## src/rtl/fpalu_seq_pkg.sv

```systemverilog
// Shared FP sequencer definitions: FOP* opcode encoding, sequencer state encoding,
// default FP core latencies (kept together so an IP core regeneration updates both).
package fpalu_seq_pkg;

  localparam logic [4:0] FOPADD   = 5'd0;
  localparam logic [4:0] FOPSUB   = 5'd1;
  localparam logic [4:0] FOPMUL   = 5'd2;
  localparam logic [4:0] FOPDIV   = 5'd3;
  localparam logic [4:0] FOPSQRT  = 5'd4;
  localparam logic [4:0] FOPABS   = 5'd5;
  localparam logic [4:0] FOPNEG   = 5'd6;
  localparam logic [4:0] FOPCEQ   = 5'd7;
  localparam logic [4:0] FOPCLT   = 5'd8;
  localparam logic [4:0] FOPCLE   = 5'd9;
  localparam logic [4:0] FOPCVTSW = 5'd10;
  localparam logic [4:0] FOPCVTWS = 5'd11;
  localparam logic [4:0] FOPSGNJ  = 5'd12;
  localparam logic [4:0] FOPSGNJN = 5'd13;
  localparam logic [4:0] FOPSGNJX = 5'd14;

  localparam int LAT_ADD_DEF  = 7;
  localparam int LAT_MUL_DEF  = 5;
  localparam int LAT_DIV_DEF  = 6;
  localparam int LAT_SQRT_DEF = 16;
  localparam int LAT_CMP_DEF  = 1;
  localparam int LAT_CVT_DEF  = 6;

  typedef enum logic [1:0] {
    ST_FPS_IDLE = 2'd0,
    ST_FPS_WAIT = 2'd1,
    ST_FPS_DONE = 2'd2
  } fps_state_t;

  // The 5-bit latency counter cannot represent more than 31 cycles.
  function automatic logic [4:0] sat5(input int v);
    logic [31:0] vb;
    vb = v;
    if (v > 31) return 5'd31;
    if (v < 0) return 5'd0;
    return vb[4:0];
  endfunction

  // Ops whose exception flags feed the sticky fcsr flags.
  function automatic logic op_sets_flags(input logic [4:0] op);
    return (op == FOPADD) || (op == FOPSUB) || (op == FOPMUL) ||
           (op == FOPDIV) || (op == FOPSQRT) || (op == FOPCVTWS);
  endfunction

endpackage

```

## src/rtl/fpalu_seq_lat.sv

```systemverilog
// Combinational opcode-to-latency lookup for the FP ALU sequencer.
module fpalu_seq_lat
  import fpalu_seq_pkg::*;
#(
  parameter int LAT_ADD  = LAT_ADD_DEF,
  parameter int LAT_MUL  = LAT_MUL_DEF,
  parameter int LAT_DIV  = LAT_DIV_DEF,
  parameter int LAT_SQRT = LAT_SQRT_DEF,
  parameter int LAT_CMP  = LAT_CMP_DEF,
  parameter int LAT_CVT  = LAT_CVT_DEF
) (
  input  logic [4:0] op,
  output logic [4:0] lat
);

  localparam logic [4:0] L_ADD  = sat5(LAT_ADD);
  localparam logic [4:0] L_MUL  = sat5(LAT_MUL);
  localparam logic [4:0] L_DIV  = sat5(LAT_DIV);
  localparam logic [4:0] L_SQRT = sat5(LAT_SQRT);
  localparam logic [4:0] L_CMP  = sat5(LAT_CMP);
  localparam logic [4:0] L_CVT  = sat5(LAT_CVT);

  always_comb begin
    lat = 5'd0;
    case (op)
      FOPADD, FOPSUB:              lat = L_ADD;
      FOPMUL:                      lat = L_MUL;
      FOPDIV:                      lat = L_DIV;
      FOPSQRT:                     lat = L_SQRT;
      FOPCEQ, FOPCLT, FOPCLE:      lat = L_CMP;
      FOPCVTSW, FOPCVTWS:          lat = L_CVT;
      default:                     lat = 5'd0;
    endcase
  end

endmodule

```

## src/rtl/fpalu_seq.sv

```systemverilog
// FP ALU issue sequencer: latches op/operands, waits the per-op latency, captures result.
// Sticky exception flags exist only when FPSEQ_FLAGS_EN is defined; otherwise oflags is 0.
module fpalu_seq
  import fpalu_seq_pkg::*;
#(
  parameter int LAT_ADD  = LAT_ADD_DEF,
  parameter int LAT_MUL  = LAT_MUL_DEF,
  parameter int LAT_DIV  = LAT_DIV_DEF,
  parameter int LAT_SQRT = LAT_SQRT_DEF,
  parameter int LAT_CMP  = LAT_CMP_DEF,
  parameter int LAT_CVT  = LAT_CVT_DEF
) (
  input  logic        iclock,
  input  logic        ireset,
  input  logic        istart,
  input  logic [4:0]  icontrol,
  input  logic [31:0] idataa,
  input  logic [31:0] idatab,
  output logic [4:0]  ocontrol,
  output logic [31:0] odataa,
  output logic [31:0] odatab,
  input  logic [31:0] ialu_result,
  input  logic        ialu_nan,
  input  logic        ialu_overflow,
  input  logic        ialu_underflow,
  input  logic        ialu_comp,
  output logic        obusy,
  output logic        odone,
  output logic [31:0] oresult,
  output logic        ocomp,
  input  logic        iflagclr,
  output logic [2:0]  oflags
);

  fps_state_t state, state_nxt;
  logic [4:0] cnt;
  logic [4:0] lat;
  logic       capture;

  fpalu_seq_lat #(
    .LAT_ADD (LAT_ADD),
    .LAT_MUL (LAT_MUL),
    .LAT_DIV (LAT_DIV),
    .LAT_SQRT(LAT_SQRT),
    .LAT_CMP (LAT_CMP),
    .LAT_CVT (LAT_CVT)
  ) u_lat (
    .op (icontrol),
    .lat(lat)
  );

  always_ff @(posedge iclock or posedge ireset) begin
    if (ireset) state <= ST_FPS_IDLE;
    else        state <= state_nxt;
  end

  always_comb begin
    state_nxt = state;
    obusy     = 1'b0;
    odone     = 1'b0;
    capture   = 1'b0;
    case (state)
      ST_FPS_IDLE: begin
        if (istart) state_nxt = ST_FPS_WAIT;
      end
      ST_FPS_WAIT: begin
        obusy = 1'b1;
        if (cnt == 5'd0) begin
          capture   = 1'b1;
          state_nxt = ST_FPS_DONE;
        end
      end
      ST_FPS_DONE: begin
        obusy     = 1'b1;
        odone     = 1'b1;
        state_nxt = ST_FPS_IDLE;
      end
      default: state_nxt = ST_FPS_IDLE;
    endcase
  end

  // The ALU output mux is combinational on ocontrol, so operands only change in IDLE.
  always_ff @(posedge iclock or posedge ireset) begin
    if (ireset) begin
      cnt      <= 5'd0;
      ocontrol <= 5'd0;
      odataa   <= 32'd0;
      odatab   <= 32'd0;
      oresult  <= 32'd0;
      ocomp    <= 1'b0;
    end else begin
      if (state == ST_FPS_IDLE && istart) begin
        ocontrol <= icontrol;
        odataa   <= idataa;
        odatab   <= idatab;
        cnt      <= lat;
      end else if (state == ST_FPS_WAIT && cnt != 5'd0) begin
        cnt <= cnt - 5'd1;
      end
      if (capture) begin
        oresult <= ialu_result;
        ocomp   <= ialu_comp;
      end
    end
  end

`ifdef FPSEQ_FLAGS_EN
  logic [2:0] flags_q;
  logic [2:0] new_flags;

  always_comb begin
    new_flags = 3'b000;
    if (op_sets_flags(ocontrol))
      new_flags = {ialu_nan, ialu_overflow, (ocontrol == FOPSQRT) ? 1'b0 : ialu_underflow};
  end

  // A capture in the same cycle as a clear leaves only the newly raised flags.
  always_ff @(posedge iclock or posedge ireset) begin
    if (ireset)        flags_q <= 3'b000;
    else if (capture)  flags_q <= (iflagclr ? 3'b000 : flags_q) | new_flags;
    else if (iflagclr) flags_q <= 3'b000;
  end

  assign oflags = flags_q;
`else
  logic unused_flag_inputs;
  assign unused_flag_inputs = ^{iflagclr, ialu_nan, ialu_overflow, ialu_underflow};
  assign oflags = 3'b000;
`endif

endmodule

```

## config.mk

```make
export PLATFORM = sky130hd
export DESIGN_NAME = fpalu_seq
export DESIGN_NICKNAME = d
export VERILOG_FILES = /design/src/rtl/fpalu_seq_pkg.sv /design/src/rtl/fpalu_seq_lat.sv /design/src/rtl/fpalu_seq.sv
export SDC_FILE = /design/constraint.sdc
export NUM_CORES = 1
export LEC_CHECK = 0
export ABC_CLOCK_PERIOD_IN_PS = 4250
export CORE_MARGIN = 5
export CORE_UTILIZATION = 41
export DETAILED_ROUTE_END_ITERATION = 10
export PLACE_DENSITY = 0.81
export SLEW_MARGIN = 5
export SYNTH_ARGS = -nofsm -noshare
export SYNTH_HDL_FRONTEND = slang
export SYNTH_SLANG_ARGS = --single-unit
```

## constraint.sdc

```tcl
create_clock -name iclock -period 4.25 [get_ports iclock]
set_input_delay 1.0625 -clock iclock [delete_from_list [all_inputs] [get_ports iclock]]
set_output_delay 1.0625 -clock iclock [all_outputs]
set_load 0.05 [all_outputs]
```

---- Yosys cells after proc, flatten, opt, wreduce, memory -nomap -nowiden ----
Memories as Yosys holds them, arrays and structs flattened.
Cells that the tools add are included.
W data, S select, Z words.
operators by class
  $add $sub $neg .......................... 1
  equal/unequal tests ..................... 4
  multiplexer cells ....................... 10
  reductions and logical operators ........ 8
operators by type and width
  cell                   number
  $mux W5                3
  $logic_not A5 Y1       1
  $reduce_bool A5 Y1     1
  $sub A5 B1 Y5 const B  1
  $mux W1                4
  $mux W2                2
  $ne A2 B2 Y1 const B   2
  $pmux W2 S2            1
  $eq A2 B1 Y1 const B   1
  $eq A2 B2 Y1 const B   1
  $logic_and A1 B1 Y1    2
  $logic_not A2 Y1       1
  $reduce_and A2 Y1      1
  $reduce_bool A2 Y1     1
  $reduce_or A2 Y1       1
storage, ports and cells
  bits in registers ....................... 109
  bits in read-only memories .............. 64
  input bits .............................. 109
  output and inout port bits .............. 107
  word-level logic and storage cells ...... 31
  memories kept ........................... 1
memories
  memory            words  bits a word  read ports  clocked after Yosys merged registers in  wr ports  RTL line             source
  (name not given)  16     4            1           0                                        0         fpalu_seq_lat.sv:25  case (op)

---- Logic depth before layout (Yosys ltp) ----
Gate-level depths: netlist of the first run.
  depth in word-level cells ............... 4
  depth in mapped cells ................... 7
  mapped depth without buffers ............ 6

---- Cells and area by module ----
From an unflattened synthesis of the first run, not the netlist that was laid out.
second synthesis, totals
  cells, all modules ...................... 281
  area, all modules ....................... 4355.4 um2
by module, submodules not included
  module         times used  cells each  area an instance (um2)  seq. area each (um2)
  fpalu_seq      1           269         4274.1                  2727.6
  fpalu_seq_lat  1           12          81.3                    0.0

---- Worst setup path after synthesis of the first run ----
OpenSTA, ideal clock, no wires.
  path kind ............................... input -> register
  start ................................... input istart
  end ..................................... register ocontrol[4]
  library setup time ...................... 0.125 ns
  arrival ................................. 1.924 ns
  required time ........................... 4.125 ns
  slack ................................... 2.201 ns
  stages .................................. 3
  buffers on the path ..................... 1
  cells stage by stage .................... nand2_1 buf_1 mux2_2
between the ends
  cells in the longest elaborated chain, start to end .. 1
ends and longest elaborated chain
  item                    RTL line         source
  start: declaration      fpalu_seq.sv:15  input logic istart,
  $logic_and A1 B1 Y1     fpalu_seq.sv:92  if (state == ST_FPS_IDLE && istart) begin
  end signal: assignment  fpalu_seq.sv:93  ocontrol <= icontrol;
  end: declaration        fpalu_seq.sv:19  output logic [4:0] ocontrol,
Every way passes these cells.
A chain may end at the register's enable or synchronous reset.

---- Worst setup path after layout of the first run ----
  start ................................... register state[1]
  end ..................................... output obusy
between the ends
  cells in the longest elaborated chain, start to end .. 3
  elaborated cells between the ends (all ways) .. 4
  classes of those cells .................. 2 x eq/ne; 1 x mux; 1 x reduce/logical
ends and longest elaborated chain
  item                                                 RTL line         source
  start: declaration                                   fpalu_seq.sv:35  fps_state_t state, state_nxt;
  start signal: assignment                             fpalu_seq.sv:54  else state <= state_nxt;
  $eq A2 B1 Y1 / $eq A2 B2 Y1 (equally long branches)  fpalu_seq.sv:62  case (state)
  $reduce_or A2 Y1 (no line) (*)                       --
  $mux W1 (*)                                          fpalu_seq.sv:62
  end: declaration                                     fpalu_seq.sv:27  output logic obusy,
Mark *: on every way between the ends. The rest lies on a longest branch, timed or not.

==> flow_metrics.tcl, run 1 <==
set metrics [dict create \
    status "complete, no violations" \
    antenna_found_initial 0 \
    core_area_mm2 0.01070 \
    hold_viol 0 \
    postCtsSetupBuffers 0 \
    htree_levels 3 \
    clock_latency_ns 0.37 \
    relSlewSlack_pct 34.02 \
    grt_max_degree 81 \
    power_frac_seq_pct 28.3 \
    synthArstFlopShare_pct 100.0 \
    clock_power_share_pct 9.9 \
    diodes 0 \
    rsz0062_at_grt "false" \
    area_delta_synth_final_pct 54.07 \
    vias 2957 \
    place_inst 608 \
    slowest_stage "clkdlybuf4s50_1" \
    syn_avg_cell_area_um2 16.33 \
    clock_path_buffers 2 \
    drtPass1Iterations 4 \
    vias_per_cell 4.739 \
    reg2reg_from "state[1]" \
    final_common_cell "clkdlybuf4s50_1" \
    yosysUniqueCellTypes 27 \
    power.switching_mw 3.068 \
    row_count 38 \
    min_period_over_period_pct 70.01 \
    die_area_mm2 0.01297 \
    yosysSeqAreaShare_pct 61.65 \
    layout.cells.non_filler 624 \
    startpoint "state[1]" \
    tightest_slew_ns 0.9897 \
    clk_pin_slew_ns 0.10 \
    combPwrFrac_pct 61.7 \
    cts_tree "built" \
    internal_power_mw 3.425 \
    fmax_ghz 0.3361 \
    drive_above_1_share_pct 25.83 \
    setup_violations 0 \
    arrival_ns 1.91 \
    slew_violations 0 \
    layout_common_cells "clkdlybuf4s50_1, dfrtp_1, mux2_2" \
    min_from "ocontrol[1]" \
    max_stage_delay_ns 0.79 \
    final_nets 593 \
    crit_chain "inv_1 -> ha_1 -> clkdlybuf4s50_1" \
    drc 0 \
    ant_nets 0 \
    critPathCaptureType "output port" \
    grt_pass1_wl_um 16780 \
    preCtsSetupSlack_ns 1.356 \
    drt_iter0_markers 80 \
    die_w_um 113.9 \
    numCtsBuffers 9 \
    fin_ws_ns 1.275 \
    post_cts_resized 0 \
    netlist_area_mm2 0.004424 \
    p_leak_nw 2.874 \
    fin_skew_ns 0.01079 \
    ir_drop_mv 0.5449 \
    dp_hpwl_um 8207 \
    ios 216 \
    worstPathRequired_ns 3.19 \
    grt_pass1_vias 3221 \
    cts-hold-fix-buffers 0 \
    initial_core_util_pct 41.36 \
    gp_congestion 0.7531 \
    maxCapViolCount 0 \
    critPathLaunchType "flop" \
    grt_use_total_pct 16.62 \
    die_h_um 113.9 \
    finalCriticalPeriod_ns 2.975 \
    place.port_buffers 208 \
    hp-class "reg -> reg" \
    setup_tns_ns 0 \
    grt_overflow 0 \
    synth-edff-count 0 \
    synth_flop_cell "dfrtp_1" \
    yosys_warnings 0 \
    path_class "reg -> out" \
    routed_wl_um 10760 \
    power.density_mw_per_mm2 952.4 \
    cts_sinks 109 \
    cp_max_fo 3 \
    wl_per_cell_um 17.25 \
    synth_seq_cells 109 \
    postSynthCellCount 271 \
    p_sw_share_pct 47.25 \
    cts_root_buf "clkbuf_8" \
]
-- cells by family after synthesis --
group | count (synthesis) | share of synthesized area (%)
compound gates | 11 | 2.121
simple gates | 19 | 2.489
other cells | 1 | 0.08476
fa+ha+maj | 5 | 1.414
xor+xnor | 1 | 0.1980
flops | 109 | 61.65
mux | 104 | 28.90
buf+inv | 21 | 3.139
-- final cells by class --
class,instances,area [um2]
timing repair buffer,209,2102
clock buffer,11,151.4
inverter,7,28.78
multi-input combinational,143,1573
clock inverter,5,58.81
tap,140,175.2
sequential,109,2728
fill,816,3881
-- flip-flops by register name (all words and copies together), names as in the netlist --
register	cells
odataa	32
odatab	32
oresult	32
cnt	5
ocontrol	5
state	2
ocomp	1
-- metal layers --
| layer | GRT usage, % | vias up | share of wire (%) |
|---|---|---|---|
| met5 | 0 | - | 0 |
| met4 | 6.255 | 0 | 1.7 |
| met3 | 6.313 | 14 | 10 |
| met2 | 28.11 | 134 | 50 |
| met1 | 19.20 | 1455 | 38 |
| li1 | - | 1354 | - |
-- through the flow --
step           hold slack, ns  area, um2  total power [mW]  util (%)
6_report               0.5058       6817             6.492     63.72
5_1_grt                0.5300       6817             6.787     63.72
4_1_cts                0.5149       6817             6.563     63.72
3_5_place_dp           0.4920       6606             5.904     61.75
3_3_place_gp           0.4698       6606             5.813     61.75
2_1_floorplan          0.4914       4432             4.572         -
-- worst max-delay path: cells and delay by family (launching register included) --
family / cells / cell delay, ns
adder cells (fa/ha/maj): 1 / 0.27
buffers and inverters: 2 / 0.88
flip-flops: 1 / 0.39
-- cell usage after synthesis, types with 2 or more instances --
cell type	n	area share (%)
mux2_4	29	9.8
mux2_2	74	19
dfrtp_1	109	62
a22o_1	2	0.40
nand2_1	7	0.59
buf_1	7	0.59
nand3_1	2	0.23
nor2_1	4	0.34
nand2b_1	2	0.28
ha_1	5	1.4
buf_4	3	0.51
buf_12	3	1.4
inv_1	7	0.59
a21oi_1	2	0.23
o21ai_0	3	0.34
-- path summary, 6_finish.rpt --
path / depth (start not counted) / end / slack (ns)
max: 3 / obusy / 1.27
min: 2 / ocontrol[1] / 0.51
max reg2reg: 6 / oresult[10] / 1.90
min reg2reg: 2 / ocontrol[1] / 0.51
max in group asynchronous: 3 / odataa[9] / 2.35
min in group asynchronous: 2 / oresult[29] / 1.13
-- power by group through the flow --
stage	registers (mW)	clock network, mW	logic, mW
after detailed placement	1.87	0	4.04
after floorplan	3.59	0	0.983
after global routing	1.91	0.705	4.17
after global placement	1.82	0	3.99
after CTS	1.84	0.666	4.05
final	1.84	0.646	4.01
Note: power is estimated with default switching activity, not from simulation.
==> inputs of run 2 (changes only) <==
ABC_CLOCK_PERIOD_IN_PS = 2900   (was 4250)
clock period = 2.9 ns   (was 4.25 ns; I/O delays follow)
==> flow_metrics.tcl, run 2 (synthesis results as in run 1) <==
set metrics [dict create \
    grt_pass1_vias 3290 \
    power.density_mw_per_mm2 1389 \
    layout.cells.non_filler 629 \
    clk_pin_slew_ns 0.09 \
    top_layer "met4" \
    slowest_stage "clkdlybuf4s50_1" \
    clock_latency_ns 0.37 \
    slew_violations 0 \
    status "complete, no violations" \
    clock_path_buffers 2 \
    fin_skew_ns 0.007326 \
    cts_sinks 109 \
    vias 2955 \
    layout_common_cells "clkdlybuf4s50_1, dfrtp_1, mux2_2" \
    area_delta_synth_final_pct 55.15 \
    dpl_cell_area_mm2 0.006665 \
    fmax_ghz 0.3758 \
    ios 216 \
    setup_tns_ns 0 \
    drive_above_1_share_pct 26.58 \
    hp-class "reg -> reg" \
    htree_levels 3 \
    postCtsSetupBuffers 0 \
    gp_congestion 0.7443 \
    ir_drop_mv 0.8196 \
    grt_pass1_wl_um 16660 \
    top_regs "odataa: 32 flops, odatab: 32 flops, oresult: 32 flops" \
    cts_root_buf "clkbuf_8" \
    wl_per_cell_um 16.80 \
    met2_length_um 5300 \
    finalCriticalPeriod_ns 2.661 \
    fin_area_mm2 0.006864 \
    die_area_mm2 0.01297 \
    antenna_found_initial 0 \
    min_period_over_period_pct 91.76 \
    drc 0 \
    maxCapViolCount 0 \
    setup_violations 0 \
    relSlewSlack_pct 62.13 \
    die_w_um 113.9 \
    hold_viol 0 \
    fill_cells 805 \
    cts-hold-fix-buffers 0 \
    final_nets 599 \
    drt_iter0_markers 95 \
    final_common_cell "clkdlybuf4s50_1" \
    dp_hpwl_um 7965 \
    cts_tree "built" \
    row_count 38 \
    crit_chain "inv_1 -> ha_1 -> clkdlybuf4s50_1" \
    grt_overflow 0 \
    grt_use_total_pct 16.37 \
    met3_length_um 1065 \
    critPathLaunchType "flop" \
    ant_nets 0 \
    routed_wl_um 10570 \
    drtPass1Iterations 4 \
    place.port_buffers 208 \
    initial_core_util_pct 41.36 \
    core_area_mm2 0.01070 \
    numCtsBuffers 9 \
    drt-met1-wl_um 4051 \
    hold_ws_ns 0.5062 \
    path_class "reg -> out" \
    post_cts_resized 0 \
    grt_max_degree 110 \
    worstPathRequired_ns 2.17 \
    arrival_ns 1.94 \
    die_h_um 113.9 \
    critPathCaptureType "output port" \
    cp_max_fo 3 \
    vias_per_cell 4.698 \
    rsz0062_at_grt "false" \
    place_inst 614 \
    diodes 0 \
    max_stage_delay_ns 0.79 \
    tightest_slew_ns 0.5681 \
    p_leak_nw 2.904 \
]
[run 2: layer usage]
metal	GRT usage [%]	up-vias
met5	0	-
met4	5.067	0
met1	18.58	1439
met2	27.29	133
met3	8.011	14
li1	-	1369
[run 2: final cells by class]
type / instances / area, um2 / share of cell area, %
Clock buffer: 11 / 151.4 / 2.206
Clock inverter: 4 / 47.55 / 0.6927
Inverter: 7 / 30.03 / 0.4375
Tap cell: 140 / 175.2 / 2.552
Timing Repair Buffer: 215 / 2160 / 31.46
Multi-Input combinational cell: 143 / 1573 / 22.91
Sequential cell: 109 / 2728 / 39.74
[run 2: power by group]
part           internal [mW]  switching [mW]  leakage (nW)
sequential              2.29           0.404          1.29
combinational           2.32            3.60          1.51
clock                  0.439           0.484         0.101
total                   5.04            4.49          2.90
[run 2: worst paths after layout]
path | from | depth (start not counted) | slack, ns | end
max in group asynchronous | ireset | 3 | 1.61 | odataa[25]
min in group asynchronous | ireset | 3 | 0.87 | oresult[28]
min reg2reg | ocontrol[1] | 2 | 0.51 | ocontrol[1]
min | ocontrol[1] | 2 | 0.51 | ocontrol[1]
max reg2reg | state[1] | 7 | 0.64 | oresult[8]
max | state[1] | 3 | 0.24 | obusy
[run 2: through the flow]
step / worst slack (ns) / util, % / power (mW)
finish: 0.2389 / 64.16 / 9.531
global route: 0.1358 / 64.16 / 9.965
CTS: 0.1988 / 64.16 / 9.649
detailed placement: 0.6302 / 62.30 / 8.677
global placement: 0.6656 / 62.30 / 8.546
floorplan: 0.8595 / - / 6.700
[run 2: critical path, delay by kind of cell (launching register included)]
kind | cells | cell delay (ns)
flip-flops | 1 | 0.40
adder cells (fa/ha/maj) | 1 | 0.28
buffers and inverters | 2 | 0.88
==> inputs of run 3 (changes only) <==
SKIP_LAST_GASP = 1   (was unset)
==> results of run 3 <==
The final DEF is identical to that of run 2; final timing and power are the same.
